==> config.mk <==
export PLATFORM = sky130hd
export DESIGN_NAME = draw_projectile_flat
export DESIGN_NICKNAME = d
export VERILOG_FILES = /design/src/rtl/game_pkg.sv /design/src/rtl/vga_if.sv /design/src/rtl/projectile_physics.sv /design/src/rtl/draw_projectile.sv /design/src/flat_wrapper.sv
export SDC_FILE = /design/constraint.sdc
export NUM_CORES = 1
export LEC_CHECK = 0
export CORE_MARGIN = 1.5
export CORE_UTILIZATION = 45
export CTS_CLUSTER_DIAMETER = 120
export DETAILED_ROUTE_END_ITERATION = 10
export PLACE_DENSITY_LB_ADDON = 0.1
export SETUP_SLACK_MARGIN = 0.1
export SYNTH_ARGS = -nofsm -noshare
export SYNTH_HDL_FRONTEND = slang
export SYNTH_SLANG_ARGS = --single-unit
==> constraint.sdc <==
create_clock -name clk -period 3.8 [get_ports clk]
set_input_delay 0.57 -clock clk [delete_from_list [all_inputs] [get_ports clk]]
set_output_delay 0.57 -clock clk [all_outputs]
set_load 0.02 [all_outputs]
==> src/rtl/game_pkg.sv <==
// Shared game constants: cat bounding box, projectile state encoding,
// fixed-point format and the video bundle carried between draw stages.
package game_pkg;

    // Cat bounding box, shared with the cat draw stage.
    localparam int TARGET_X = 1;
    localparam int TARGET_Y = 430;
    localparam int TARGET_W = 157;
    localparam int TARGET_H = 99;

    // Fractional bits of the Q12.4 vertical position.
    localparam int Q_FRAC = 4;

    typedef enum logic [1:0] {
        PS_IDLE  = 2'd0,
        PS_FLY   = 2'd1,
        PS_CHECK = 2'd2,
        PS_HIT   = 2'd3
    } proj_state_t;

    // One registered copy of the video stream.
    typedef struct packed {
        logic [10:0] hcount;
        logic [10:0] vcount;
        logic        hsync;
        logic        vsync;
        logic        hblnk;
        logic        vblnk;
        logic [11:0] rgb;
    } vga_t;

    // True when half-open intervals [a_lo,a_hi) and [b_lo,b_hi) intersect.
    function automatic logic spans_overlap(
        input logic signed [12:0] a_lo,
        input logic signed [12:0] a_hi,
        input logic signed [12:0] b_lo,
        input logic signed [12:0] b_hi
    );
        return (a_lo < b_hi) && (a_hi > b_lo);
    endfunction

endpackage

==> src/rtl/vga_if.sv <==
// VGA pixel stream bundle passed between draw stages.
interface vga_if;
    logic [10:0] hcount;
    logic [10:0] vcount;
    logic        hsync;
    logic        vsync;
    logic        hblnk;
    logic        vblnk;
    logic [11:0] rgb;

    modport vga_in  (input  hcount, vcount, hsync, vsync, hblnk, vblnk, rgb);
    modport vga_out (output hcount, vcount, hsync, vsync, hblnk, vblnk, rgb);
endinterface

==> src/rtl/projectile_physics.sv <==
// Projectile state machine and kinematics: launch, once-per-frame motion,
// hit/miss decision against the cat box, hit pulse and busy flag.
module projectile_physics
    import game_pkg::*;
#(
    parameter int START_X  = 860,
    parameter int START_Y  = 400,
    parameter int VX       = 8,
    parameter int SIZE     = 16,
    parameter int GROUND_Y = 600
) (
    input  logic               clk,
    input  logic               rst,
    input  logic               tick,
    input  logic               fire,
    input  logic [6:0]         power,
    output logic signed [11:0] x,
    output logic signed [11:0] yi,
    output logic               busy,
    output logic               hit_cat
);

    localparam logic signed [12:0] BOX_L  = 13'(TARGET_X);
    localparam logic signed [12:0] BOX_R  = 13'(TARGET_X + TARGET_W);
    localparam logic signed [12:0] BOX_T  = 13'(TARGET_Y);
    localparam logic signed [12:0] BOX_B  = 13'(TARGET_Y + TARGET_H);
    localparam logic signed [12:0] GROUND = 13'(GROUND_Y);
    localparam logic signed [12:0] SIDE   = 13'(SIZE);

    proj_state_t        state_q, state_d;
    logic signed [11:0] x_q, x_d;
    logic signed [15:0] y_q, y_d;
    logic signed [11:0] vy_q, vy_d;
    logic               busy_q, busy_d;
    logic               hit_q, hit_d;

    logic signed [12:0] x_ext_s;
    logic signed [12:0] yi_ext_s;
    logic               hit_s;
    logic               miss_s;

    // Hit/miss evaluation on the freshly updated position (whole pixels).
    always_comb begin
        x_ext_s  = {x_q[11], x_q};
        yi_ext_s = {y_q[15], y_q[15:Q_FRAC]};
        hit_s    = spans_overlap(x_ext_s, x_ext_s + SIDE, BOX_L, BOX_R) &&
                   spans_overlap(yi_ext_s, yi_ext_s + SIDE, BOX_T, BOX_B);
        miss_s   = (yi_ext_s >= GROUND) || ((x_ext_s + SIDE) <= 13'sd0);
    end

    // Next-state and kinematics: one motion step per frame tick while flying.
    always_comb begin
        state_d = state_q;
        x_d     = x_q;
        y_d     = y_q;
        vy_d    = vy_q;
        case (state_q)
            PS_IDLE: begin
                if (fire) begin
                    x_d     = 12'(START_X);
                    y_d     = 16'(START_Y * (1 << Q_FRAC));
                    vy_d    = 12'sd0 - $signed({5'd0, power});
                    state_d = PS_FLY;
                end else begin
                    state_d = PS_IDLE;
                end
            end
            PS_FLY: begin
                if (tick) begin
                    x_d     = x_q - 12'(VX);
                    y_d     = y_q + {{4{vy_q[11]}}, vy_q};
                    vy_d    = vy_q + 12'sd1;
                    state_d = PS_CHECK;
                end else begin
                    state_d = PS_FLY;
                end
            end
            PS_CHECK: begin
                if (hit_s) begin
                    state_d = PS_HIT;
                end else if (miss_s) begin
                    state_d = PS_IDLE;
                end else begin
                    state_d = PS_FLY;
                end
            end
            PS_HIT: begin
                state_d = PS_IDLE;
            end
            default: begin
                state_d = PS_IDLE;
            end
        endcase
        busy_d = (state_d != PS_IDLE);
        hit_d  = (state_d == PS_HIT);
    end

    // State, kinematic and output registers.
    always_ff @(posedge clk or posedge rst) begin
        if (rst) begin
            state_q <= PS_IDLE;
            x_q     <= 12'sd0;
            y_q     <= 16'sd0;
            vy_q    <= 12'sd0;
            busy_q  <= 1'b0;
            hit_q   <= 1'b0;
        end else begin
            state_q <= state_d;
            x_q     <= x_d;
            y_q     <= y_d;
            vy_q    <= vy_d;
            busy_q  <= busy_d;
            hit_q   <= hit_d;
        end
    end

    assign x       = x_q;
    assign yi      = y_q[15:Q_FRAC];
    assign busy    = busy_q;
    assign hit_cat = hit_q;

endmodule

==> src/rtl/draw_projectile.sv <==
// Dog-side projectile draw stage: delays the video stream one cycle,
// derives the frame tick and overlays the projectile square.
module draw_projectile
    import game_pkg::*;
#(
    parameter int          START_X  = 860,
    parameter int          START_Y  = 400,
    parameter int          VX       = 8,
    parameter int          SIZE     = 16,
    parameter int          GROUND_Y = 600,
    parameter logic [11:0] PROJ_RGB = 12'hFFF
) (
    input  logic        clk,
    input  logic        rst,
    input  logic        fire,
    input  logic [6:0]  power,
    output logic        hit_cat,
    output logic        busy,
    vga_if.vga_in       vga_in,
    vga_if.vga_out      vga_out
);

    localparam logic signed [12:0] SIDE = 13'(SIZE);

    vga_t               vid_q, vid_d;
    logic               vblnk_prev_q, vblnk_prev_d;
    logic               tick_s;
    logic signed [11:0] proj_x_s;
    logic signed [11:0] proj_yi_s;
    logic signed [12:0] dx_s;
    logic signed [12:0] dy_s;
    logic               inside_s;
    logic [11:0]        rgb_s;

    // Capture the incoming stream and the previous registered vblnk.
    always_comb begin
        vid_d.hcount = vga_in.hcount;
        vid_d.vcount = vga_in.vcount;
        vid_d.hsync  = vga_in.hsync;
        vid_d.vsync  = vga_in.vsync;
        vid_d.hblnk  = vga_in.hblnk;
        vid_d.vblnk  = vga_in.vblnk;
        vid_d.rgb    = vga_in.rgb;
        vblnk_prev_d = vid_q.vblnk;
    end

    // One-cycle video delay plus vblnk history for edge detection.
    always_ff @(posedge clk or posedge rst) begin
        if (rst) begin
            vid_q        <= '0;
            vblnk_prev_q <= 1'b0;
        end else begin
            vid_q        <= vid_d;
            vblnk_prev_q <= vblnk_prev_d;
        end
    end

    assign tick_s = vid_q.vblnk & ~vblnk_prev_q;

    projectile_physics #(
        .START_X  (START_X),
        .START_Y  (START_Y),
        .VX       (VX),
        .SIZE     (SIZE),
        .GROUND_Y (GROUND_Y)
    ) u_physics (
        .clk     (clk),
        .rst     (rst),
        .tick    (tick_s),
        .fire    (fire),
        .power   (power),
        .x       (proj_x_s),
        .yi      (proj_yi_s),
        .busy    (busy),
        .hit_cat (hit_cat)
    );

    // Overlay the projectile on visible pixels of the delayed stream.
    always_comb begin
        dx_s     = $signed({2'b00, vid_q.hcount}) - $signed({proj_x_s[11], proj_x_s});
        dy_s     = $signed({2'b00, vid_q.vcount}) - $signed({proj_yi_s[11], proj_yi_s});
        inside_s = busy && !vid_q.hblnk && !vid_q.vblnk &&
                   (dx_s >= 13'sd0) && (dx_s < SIDE) &&
                   (dy_s >= 13'sd0) && (dy_s < SIDE);
        if (inside_s) begin
            rgb_s = PROJ_RGB;
        end else begin
            rgb_s = vid_q.rgb;
        end
    end

    assign vga_out.hcount = vid_q.hcount;
    assign vga_out.vcount = vid_q.vcount;
    assign vga_out.hsync  = vid_q.hsync;
    assign vga_out.vsync  = vid_q.vsync;
    assign vga_out.hblnk  = vid_q.hblnk;
    assign vga_out.vblnk  = vid_q.vblnk;
    assign vga_out.rgb    = rgb_s;

endmodule

==> src/flat_wrapper.sv <==
// flat-port wrapper written by rule: the top's interface ports become plain ports
module draw_projectile_flat import game_pkg::*;
#(
    parameter int          START_X  = 860,
    parameter int          START_Y  = 400,
    parameter int          VX       = 8,
    parameter int          SIZE     = 16,
    parameter int          GROUND_Y = 600,
    parameter logic [11:0] PROJ_RGB = 12'hFFF
)
  (clk, rst, fire, power, hit_cat, busy, vga_in_hcount, vga_in_vcount, vga_in_hsync, vga_in_vsync, vga_in_hblnk, vga_in_vblnk, vga_in_rgb, vga_out_hcount, vga_out_vcount, vga_out_hsync, vga_out_vsync, vga_out_hblnk, vga_out_vblnk, vga_out_rgb);
  vga_if vga_in_i ();
  vga_if vga_out_i ();
  input  logic clk;
  input  logic rst;
  input  logic fire;
  input  logic [6:0] power;
  output logic hit_cat;
  output logic busy;
  input wire logic [$bits(vga_in_i.hcount)-1:0] vga_in_hcount;
  input wire logic [$bits(vga_in_i.vcount)-1:0] vga_in_vcount;
  input wire logic [$bits(vga_in_i.hsync)-1:0] vga_in_hsync;
  input wire logic [$bits(vga_in_i.vsync)-1:0] vga_in_vsync;
  input wire logic [$bits(vga_in_i.hblnk)-1:0] vga_in_hblnk;
  input wire logic [$bits(vga_in_i.vblnk)-1:0] vga_in_vblnk;
  input wire logic [$bits(vga_in_i.rgb)-1:0] vga_in_rgb;
  output wire logic [$bits(vga_out_i.hcount)-1:0] vga_out_hcount;
  output wire logic [$bits(vga_out_i.vcount)-1:0] vga_out_vcount;
  output wire logic [$bits(vga_out_i.hsync)-1:0] vga_out_hsync;
  output wire logic [$bits(vga_out_i.vsync)-1:0] vga_out_vsync;
  output wire logic [$bits(vga_out_i.hblnk)-1:0] vga_out_hblnk;
  output wire logic [$bits(vga_out_i.vblnk)-1:0] vga_out_vblnk;
  output wire logic [$bits(vga_out_i.rgb)-1:0] vga_out_rgb;
  assign vga_in_i.hcount = vga_in_hcount;
  assign vga_in_i.vcount = vga_in_vcount;
  assign vga_in_i.hsync = vga_in_hsync;
  assign vga_in_i.vsync = vga_in_vsync;
  assign vga_in_i.hblnk = vga_in_hblnk;
  assign vga_in_i.vblnk = vga_in_vblnk;
  assign vga_in_i.rgb = vga_in_rgb;
  assign vga_out_hcount = vga_out_i.hcount;
  assign vga_out_vcount = vga_out_i.vcount;
  assign vga_out_hsync = vga_out_i.hsync;
  assign vga_out_vsync = vga_out_i.vsync;
  assign vga_out_hblnk = vga_out_i.hblnk;
  assign vga_out_vblnk = vga_out_i.vblnk;
  assign vga_out_rgb = vga_out_i.rgb;
  draw_projectile #(.START_X(START_X), .START_Y(START_Y), .VX(VX), .SIZE(SIZE), .GROUND_Y(GROUND_Y), .PROJ_RGB(PROJ_RGB)) u_core (.clk(clk), .rst(rst), .fire(fire), .power(power), .hit_cat(hit_cat), .busy(busy), .vga_in(vga_in_i), .vga_out(vga_out_i));
endmodule
==> results of run 1 <==
==> final cells by class <==
class / count / area share
clock buffers: 9 / 0.03326
clock inverters: 7 / 0.01201
inverters: 39 / 0.02217
multi-input cells: 400 / 0.4290
flip-flops and latches: 81 / 0.2993
well taps: 143 / 0.02642
repair buffers: 127 / 0.1778
==> stage by stage <==
stage                     instance area [sq um]  std cells  hold slack, ns  utilization  total power, mW
after floorplan                            5230        556          0.4554            -            2.864
after global placement                     6330        785          0.4256       0.5567            3.504
after detailed placement                   6330        785          0.4330       0.5567            3.576
after CTS                                  6648        803          0.4486       0.5847            4.540
after global routing                       6771        806          0.4646       0.5956            4.894
final                                      6771        806          0.4437       0.5956            4.555
==> layer usage <==
metal  share of wire  track usage  up-vias
met1            0.46       0.2824     2155
met3           0.045      0.03499       19
met4           0.019      0.08462        0
met5               0            0        -
met2            0.48       0.3494      109
li1                -            -     2227
==> registers in the layout, summed over array words and instances (netlist names) <==
| name | count |
|---|---|
| u_core.u_physics.y_q | 16 |
| u_core.u_physics.vy_q | 12 |
| u_core.vid_q | 12 |
| u_core.vga_out.hcount | 11 |
| u_core.vga_out.vcount | 11 |
| u_core.u_physics.x | 10 |
| u_core.u_physics.state_q | 2 |
| u_core.u_physics.busy | 1 |
| u_core.u_physics.hit_cat | 1 |
| u_core.vblnk_prev_q | 1 |
| u_core.vga_out.hblnk | 1 |
| u_core.vga_out.hsync | 1 |
| u_core.vga_out.vblnk | 1 |
| u_core.vga_out.vsync | 1 |
==> cell usage in the layout, fill, tap and decap left out, types with 14 or more instances in the layout <==
master and n:
dfrtp_1 81, ha_1 43, a21oi_1 39, xnor2_1 14, nor2_1 31, nand2_1 37
nand3_1 23, inv_1 34, o21ai_0 30, clkdlybuf4s50_1 75, nor3_1 14, buf_4 38
==> cell usage after synthesis, types with 6 or more instances <==
cell type,n,share of area
a21o_1,6,0.0086
nand2_1,37,0.027
xnor2_1,14,0.023
o21a_1,7,0.010
nand2b_2,10,0.017
nand3_1,23,0.022
and3_1,6,0.0072
nor2_1,32,0.023
nor3_1,14,0.013
xor2_1,13,0.022
buf_4,22,0.032
dfrtp_1,81,0.39
a211oi_1,6,0.0086
inv_1,38,0.027
clkbuf_1,11,0.0079
nand2b_1,7,0.0084
a21oi_1,39,0.037
ha_1,46,0.11
o22ai_1,9,0.011
or3_1,7,0.0084
o21ai_0,30,0.029
==> power groups by stage <==
| stage | Sequential (mW) | Combinational, mW | Clock (mW) |
|---|---|---|---|
| floorplan | 1.21 | 1.65 | 0 |
| global placement | 1.21 | 2.29 | 0 |
| detailed placement | 1.22 | 2.36 | 0 |
| CTS | 1.21 | 2.41 | 0.924 |
| global route | 1.24 | 2.70 | 0.955 |
| finish | 1.21 | 2.45 | 0.897 |
==> worst max-delay path by stage <==
stage	endpoint	slack [ns]
3_3_place_gp	vga_out_rgb[5]	-0.04
6_report	vga_out_rgb[3]	0.23
4_1_cts	vga_out_rgb[4]	0.05
2_1_floorplan	vga_out_rgb[10]	0.67
3_5_place_dp	vga_out_rgb[4]	-0.07
5_1_grt	vga_out_rgb[6]	0.06
==> kinds of logic after synthesis <==
logic type	count (synthesis)
fa+ha+maj	47
flops	81
buf+inv	75
simple gates	163
xor+xnor	27
mux	3
compound gates	160
==> worst max-delay path: stages, from the launching register on <==
cell and delay (ns):
dfrtp_1 0.38, inv_2 0.08, ha_1 0.22, o21a_1 0.21
o21a_1 0.21, or3_1 0.31, a32o_1 0.25, a2111oi_4 0.29
nand4_2 0.20, buf_6 0.18, clkbuf_16 0.15, nand2b_2 0.07
buf_6 0.11
==> what timing repair did <==
action / CTS / global route
pin swaps: 2 / 4
gates cloned: 0 / 1
endpoints found under the setup margin: 12 / 12
gates resized for setup: 49 / 32
buffers inserted: 2 / 2
==> flow_metrics.tcl, run 1 <==
set metrics [dict create \
    status "completed" \
    leakagePower_nw 2.949 \
    ir_worst_vdd_mv 0.4474 \
    p_per_area_nw_per_um2 672.6 \
    layout_setup_ws_ns 0.2255 \
    yosys_warnings 0 \
    timing.critical_path.to_type "output port" \
    worstPathRequired_ns 3.23 \
    power_frac_seq 0.266 \
    grt_usage 0.2133 \
    seq_area_frac_synth 0.3876 \
    drive_above_1_share 0.1584 \
    dr.pass1.iters 6 \
    dieArea_sq_um 12280 \
    fillers 991 \
    synthXorXnorAreaFrac 0.04522 \
    grt-ovfl-total 0 \
    worstReg2RegStart "u_core.u_physics.vy_q[0]$_DFFE_PP0P_" \
    antenna_found_initial 0 \
    synthAdderAreaFrac 0.1139 \
    rsz0062_at_grt "yes" \
    period_needed_ns 3.575 \
    initial_core_util 0.4600 \
    clk_pin_slew_ns 0.06 \
    cts-root-buf "clkbuf_16" \
    synth-async-reset-ratio 1.000 \
    die_w_microns 110.8 \
    grt_pass1_wl_microns 21090 \
    combPwrFrac 0.538 \
    synthSimpleGateAreaFrac 0.1653 \
    seqCellArea_sq_um 2027 \
    synth-seq-cells 81 \
    synth-edff-count 0 \
    arrival_ns 3.00 \
    finalHoldViolations 0 \
    reg2regPathDepth 9 \
    synth_flop_cell "dfrtp_1" \
    portBuffers 87 \
    synth_area_sq_um 5230 \
    r2r_slack_ns 0.85 \
    tns_ns 0 \
    switching_share 0.4231 \
    max_freq_mhz 279.8 \
    cts_tree "built" \
    crit_path_max_fanout 5 \
    muxShareOfSynthArea 0.005981 \
    cts_buffers 9 \
    syn-num-nets 651 \
    core-area_sq_um 11370 \
    hp-class "reg2reg" \
    clk_latency_ns 0.35 \
    min_delay_worst_endpoint "u_core.vblnk_prev_q$_DFF_PP0_" \
    gp_congestion 0.8771 \
    viasPerCell 5.596 \
    synth_top_family_by_area "compound AO/OA/AOI/OAI gates" \
    first_global_vias 4398 \
    startpoint "u_core.u_physics.x[2]$_DFFE_PP0P_" \
    synth_cell_types 72 \
    vias 4510 \
    ios 88 \
    p_switching_mw 1.927 \
    skew_ns 0.006674 \
    clockPowerShare 0.197 \
    clock_sinks 81 \
    hold_start "u_core.vga_out.vblnk$_DFF_PP0_" \
    synth_compound_area_frac 0.2108 \
    wl_microns 12860 \
    report.final.slew_viol_count 0 \
    synth_area_per_cell_sq_um 9.407 \
    holdBufCountCts 0 \
    cap_violations 0 \
    setup_violations 0 \
    startpoint_type "register" \
    pre_cts_slack_ns -0.07277 \
    relSlewSlack 0.5712 \
    syn_inst 556 \
    worst_hold_path.num_cells 0 \
    wl_per_cell_microns 15.95 \
    rows 39 \
    drt-initial-drc-count 242 \
    detail-route-antenna-nets 0 \
    h-tree-depth 3 \
    worstReg2RegEnd "u_core.u_physics.y_q[14]$_DFFE_PP0P_" \
    cts_buffer_depth 2 \
    layout.nets 753 \
    multi_input_area_sq_um 2905 \
    syn_to_final_growth_pct 29.47 \
    internal-power_mw 2.627 \
    grt_max_degree 30 \
    period_share 0.9407 \
    route.detailed.drc 0 \
    die_height_microns 110.8 \
    crit_type "reg2out" \
    num_antenna_cells 0 \
    tightest_slew_ns 0.6417 \
    dp_hpwl_microns 9797 \
]
Power figures use the tool's default switching activity.
==> run 2: changes to the inputs <==
--- a/config.mk
+++ b/config.mk
@@ -5,6 +5,7 @@
 export SDC_FILE = /design/constraint.sdc
 export NUM_CORES = 1
 export LEC_CHECK = 0
+export CAP_MARGIN = 0
 export CORE_MARGIN = 1.5
 export CORE_UTILIZATION = 45
 export CTS_CLUSTER_DIAMETER = 120
==> constraint.sdc (replaced) <==
create_clock -name clk -period 3.5 [get_ports clk]
set_input_delay 0.525 -clock clk [delete_from_list [all_inputs] [get_ports clk]]
set_output_delay 0.525 -clock clk [all_outputs]
set_load 0.02 [all_outputs]
==> flow_metrics.tcl, run 2 (synthesis gave the netlist of run 1 again) <==
set metrics [dict create \
    worstPathRequired_ns 2.97 \
    reg_top3 "u_core.u_physics.y_q x16, u_core.u_physics.vy_q x12, u_core.vid_q x12" \
    relSlewSlack 0.5151 \
    tns_ns -0.02567 \
    holdBufCountCts 0 \
    worst_path_largest_cell_delay_ns 0.44 \
    layout.cells.non_filler 851 \
    grt_max_degree 70 \
    crit_type "reg2out" \
    crit_chain "ha_4 > inv_4 > a222oi_1 > o2111ai_1 > or4_4 > a2111oi_4 > nand4_4 > clkbuf_16 > nand2b_2 > buf_6" \
    cts_buffer_depth 2 \
    grt-ovfl-total 0 \
    first_global_vias 4827 \
    arrival_ns 2.98 \
    clk_pin_slew_ns 0.06 \
    grt_usage 0.2319 \
    power_frac_seq 0.254 \
    ir_worst_vdd_mv 0.4598 \
    p_per_area_nw_per_um2 718.2 \
    layout_setup_ws_ns -0.006702 \
    switching_share 0.4111 \
    p_switching_mw 2.131 \
    finalPower_mw 5.183 \
    num_antenna_cells 0 \
    drive_above_1_share 0.2189 \
    wl_per_cell_microns 16.03 \
    report.final.slew_viol_count 0 \
    top_register "u_core.u_physics.y_q" \
    fin_hold_ws_ns 0.4119 \
    syn_to_final_growth_pct 37.99 \
    cts-root-buf "clkbuf_16" \
    route.detailed.drc 0 \
    multi_input_area_sq_um 2988 \
    grt_pass1_wl_microns 22760 \
    internal-power_mw 3.053 \
    fillers 946 \
    crit_path_max_fanout 5 \
    finalInstanceArea_sq_um 7217 \
    setup_violations 5 \
    clockPowerShare 0.187 \
    viasPerCell 5.470 \
    timing.critical_path.to_type "output port" \
    pre_cts_slack_ns -0.3067 \
    fin_util 0.6348 \
    violations "setup timing" \
    die_height_microns 110.8 \
    critPathSlowestCell "or4_4" \
    period_needed_ns 3.507 \
    max_freq_mhz 285.2 \
    ios 88 \
    dp_cells 829 \
    dp_hpwl_microns 10230 \
    seqCellArea_sq_um 2027 \
    die_w_microns 110.8 \
    initial_core_util 0.4600 \
    portBuffers 87 \
    cts_buffers 9 \
    skew_ns 0.008149 \
    antenna_found_initial 0 \
    status "finished with violations" \
    final_common_cell "buf_4" \
    tightest_slew_ns 0.7258 \
    detail-route-antenna-nets 0 \
    gp_congestion 0.8865 \
    cap_violations 0 \
    placed_cell_area_sq_um 6673 \
    combPwrFrac 0.559 \
    hp-class "in2async" \
    rows 39 \
    cp_top_family "compound AO/OA/AOI/OAI gates" \
    clock_sinks 81 \
    worst-path-buf-inv 3 \
    dr.pass1.iters 5 \
    cts_tree "built" \
    final_cell_mix "82 x buf_4, 81 x dfrtp_1, 75 x clkdlybuf4s50_1" \
    drt-initial-drc-count 213 \
    rsz0062_at_grt "yes" \
    layout.nets 798 \
    h-tree-depth 3 \
    finalHoldViolations 0 \
    startpoint_type "register" \
    core-area_sq_um 11370 \
    leakagePower_nw 3.215 \
    dieArea_sq_um 12280 \
    clk_latency_ns 0.35 \
    largest_register_ffs 16 \
    vias 4655 \
    period_share 1.002 \
    wl_microns 13640 \
]
-- run 2: changes by cell type in the layout (fill, tap and decap cells not counted), moves of 2 or more --
cell      previous run  this run
nand2b_4             0         5
buf_4               38        82
buf_6               10        12
o21ai_0             30        28
nand2b_2            10         5
inv_6                4         1
clkbuf_2             2         0
-- run 2: worst reg2reg max path: cells and delay by family (launching register included) --
family,cells,cell delay (ns)
adders and majority gates,2,0.66
AOI/OAI and AO/OA,7,1.70
DFF,1,0.47
-- run 2: layout make-up --
cell class | count | area share
Multi-Input combinational cell | 400 | 0.4140
Sequential cell | 81 | 0.2809
Timing Repair Buffer | 172 | 0.2171
Clock buffer | 11 | 0.03363
Tap cell | 143 | 0.02479
Inverter | 39 | 0.02080
Clock inverter | 5 | 0.008842
-- run 2: worst paths after layout --
path	slack (ns)	to	cells past startpoint	start
max	-0.007	vga_out_rgb[2]	10	u_core.vga_out.hcount[8]$_DFF_PP0_
min	0.41	u_core.vga_out.hcount[1]$_DFF_PP0_	2	rst
max reg2reg	0.57	u_core.u_physics.y_q[14]$_DFFE_PP0P_	9	u_core.u_physics.vy_q[0]$_DFFE_PP0P_
min reg2reg	0.45	u_core.vblnk_prev_q$_DFF_PP0_	0	u_core.vga_out.vblnk$_DFF_PP0_
max in group asynchronous	2.46	u_core.vga_out.vcount[3]$_DFF_PP0_	3	rst
min in group clk	0.45	u_core.vblnk_prev_q$_DFF_PP0_	0	u_core.vga_out.vblnk$_DFF_PP0_
-- run 2: repair_timing --
action,in CTS,in global routing
buffers inserted,2,3
pin swaps,3,6
endpoints found under the setup margin,12,12
cloned,1,0
resized for setup,86,21
-- run 2: power by group through the flow --
stage	Sequential [mW]	Combinational, mW	Clock, mW
2_1_floorplan	1.31	1.79	0
3_3_place_gp	1.32	2.67	0
3_5_place_dp	1.32	2.72	0
4_1_cts	1.31	2.82	0.998
5_1_grt	1.34	3.23	1.04
6_report	1.32	2.90	0.972
-- run 2: routing by layer --
layer  track usage  part of all wire
met5             0                 0
met2        0.3955              0.49
met1        0.2885              0.44
met3       0.05030             0.048
met4       0.08547             0.019
==> run 3: changes to the inputs <==
--- a/config.mk
+++ b/config.mk
@@ -7,7 +7,7 @@
 export LEC_CHECK = 0
 export CAP_MARGIN = 0
 export CORE_MARGIN = 1.5
-export CORE_UTILIZATION = 45
+export CORE_UTILIZATION = 54
 export CTS_CLUSTER_DIAMETER = 120
 export DETAILED_ROUTE_END_ITERATION = 10
 export PLACE_DENSITY_LB_ADDON = 0.1
==> flow_metrics.tcl, run 3 (synthesis gave the netlist of run 1 again) <==
set metrics [dict create \
    largest_register_ffs 16 \
    clk_latency_ns 0.36 \
    relSlewSlack 0.5616 \
    dieArea_sq_um 10290 \
    worstPathRequired_ns 2.97 \
    num_antenna_cells 0 \
    portBuffers 87 \
    initial_core_util 0.5607 \
    tightest_slew_ns 0.6552 \
    report.final.slew_viol_count 0 \
    p_per_area_nw_per_um2 725.0 \
    clk_pin_slew_ns 0.09 \
    grt_usage 0.2726 \
    period_share 0.9962 \
    final_cell_mix "81 x dfrtp_1, 75 x clkdlybuf4s50_1, 67 x buf_4" \
    fin_util 0.7374 \
    vias 4638 \
    cts_buffers 9 \
    grt-ovfl-total 0 \
    final_common_cell "dfrtp_1" \
    drive_above_1_share 0.1936 \
    status "completed" \
    gp_congestion 0.9369 \
    reg_top3 "u_core.u_physics.y_q x16, u_core.u_physics.vy_q x12, u_core.vid_q x12" \
    cap_violations 0 \
    arrival_ns 2.96 \
    finalHoldViolations 0 \
    cp.depth 11 \
    worst-path-buf-inv 3 \
    period_needed_ns 3.487 \
    rows 35 \
    core-area_sq_um 9328 \
    clock_sinks 81 \
    setup_violations 0 \
    grt_max_degree 33 \
    timing.critical_path.to_type "output port" \
    startpoint_type "register" \
    die_height_microns 101.4 \
    first_global_vias 4831 \
    grt_pass1_wl_microns 22050 \
    drt-initial-drc-count 261 \
    max_freq_mhz 286.8 \
    dr.pass1.iters 4 \
    crit_chain "inv_2 > ha_1 > nor2b_4 > o2111ai_2 > a311oi_2 > mux2_4 > nor4b_4 > nand4_2 > buf_6 > or2b_1 > buf_6" \
    skew_ns 0.008176 \
    h-tree-depth 3 \
    cts_tree "built" \
    wl_per_cell_microns 16.13 \
    reg2regPathDepth 9 \
    critPathMostFrequentCell "buf_6" \
    syn_to_final_growth_pct 31.51 \
    fillers 692 \
    rsz0062_at_grt "yes" \
    hp-class "reg2reg" \
    viasPerCell 5.684 \
    ir_worst_vdd_mv 0.3684 \
    die_w_microns 101.4 \
    tns_ns 0 \
    wl_microns 13160 \
    worst_hold_path.num_cells 0 \
    cts_buffer_depth 2 \
    crit_path_max_fanout 2 \
    detail-route-antenna-nets 0 \
    worst_path_largest_cell_delay_ns 0.41 \
    cts-root-buf "clkbuf_8" \
    crit_type "reg2out" \
    layout.nets 777 \
    leakagePower_nw 3.037 \
    top_register "u_core.u_physics.y_q" \
    dp_hpwl_microns 9921 \
    critPathSlowestCell "a311oi_2" \
    route.detailed.drc 0 \
    cp_top_family "simple AND/OR/NAND/NOR gates" \
    antenna_found_initial 0 \
    ios 88 \
]
run 3: repair_timing:
item,4_1_cts,5_1_grt
pin swaps,6,2
hold buffers,0,0
cloned,0,0
setup endpoints to repair,12,12
resized for setup,85,3
setup buffers,6,1
run 3: stage by stage:
stage	total power [mW]	instance area (sq um)	std cells	setup WS, ns	hold WS (ns)
2_1_floorplan	3.109	5230	556	0.4107	0.4554
3_3_place_gp	3.869	6485	794	-0.2642	0.4258
3_5_place_dp	3.977	6485	794	-0.2955	0.4376
4_1_cts	4.967	6863	815	0.02604	0.4666
5_1_grt	5.368	6878	816	-0.08600	0.4864
6_report	4.987	6878	816	0.01326	0.4529
run 3: final timing paths:
check | from | to | slack, ns
max | u_core.u_physics.y_q[5]$_DFFE_PP0P_ | vga_out_rgb[11] | 0.01
max reg2reg | u_core.u_physics.vy_q[0]$_DFFE_PP0P_ | u_core.u_physics.y_q[14]$_DFFE_PP0P_ | 0.49
min | u_core.vga_out.vblnk$_DFF_PP0_ | u_core.vblnk_prev_q$_DFF_PP0_ | 0.45
min reg2reg | u_core.vga_out.vblnk$_DFF_PP0_ | u_core.vblnk_prev_q$_DFF_PP0_ | 0.45
max in group asynchronous | rst | u_core.vga_out.vcount[7]$_DFF_PP0_ | 2.22
min in group asynchronous | rst | u_core.vid_q[1]$_DFF_PP0_ | 0.52
run 3: cell type report:
type                    count  area, sq um  area share
clock buffers               9        123.9     0.01801
inverters                  39        147.6     0.02147
repair buffers            151         1355      0.1970
flip-flops and latches     81         2027      0.2947
well taps                 129        161.4     0.02347
clock inverters             7        130.1     0.01892
multi-input cells         400         2933      0.4264
run 3: report_power, final:
| part | switching (mW) | internal (mW) | leakage (nW) |
|---|---|---|---|
| Clock | 0.389 | 0.489 | 0.128 |
| Sequential | 0.182 | 1.12 | 0.950 |
| Combinational | 1.52 | 1.28 | 1.96 |
| Total | 2.09 | 2.89 | 3.04 |
run 3: layer usage:
metal | up-vias | global-route usage | share of wire
met3 | 27 | 0.04348 | 0.042
met4 | 0 | 0.1015 | 0.026
li1 | 2261 | - | -
met1 | 2217 | 0.3478 | 0.44
met5 | - | 0 | 0
met2 | 133 | 0.4682 | 0.49
run 3: worst reg2reg max path, cell delays in order, from the launching register on:
cell	delay, ns
dfrtp_1	0.44
ha_1	0.25
fa_1	0.42
a21o_1	0.19
a211oi_1	0.33
o21a_1	0.23
o31ai_1	0.14
o311ai_0	0.53
a21oi_1	0.14
o32ai_1	0.24
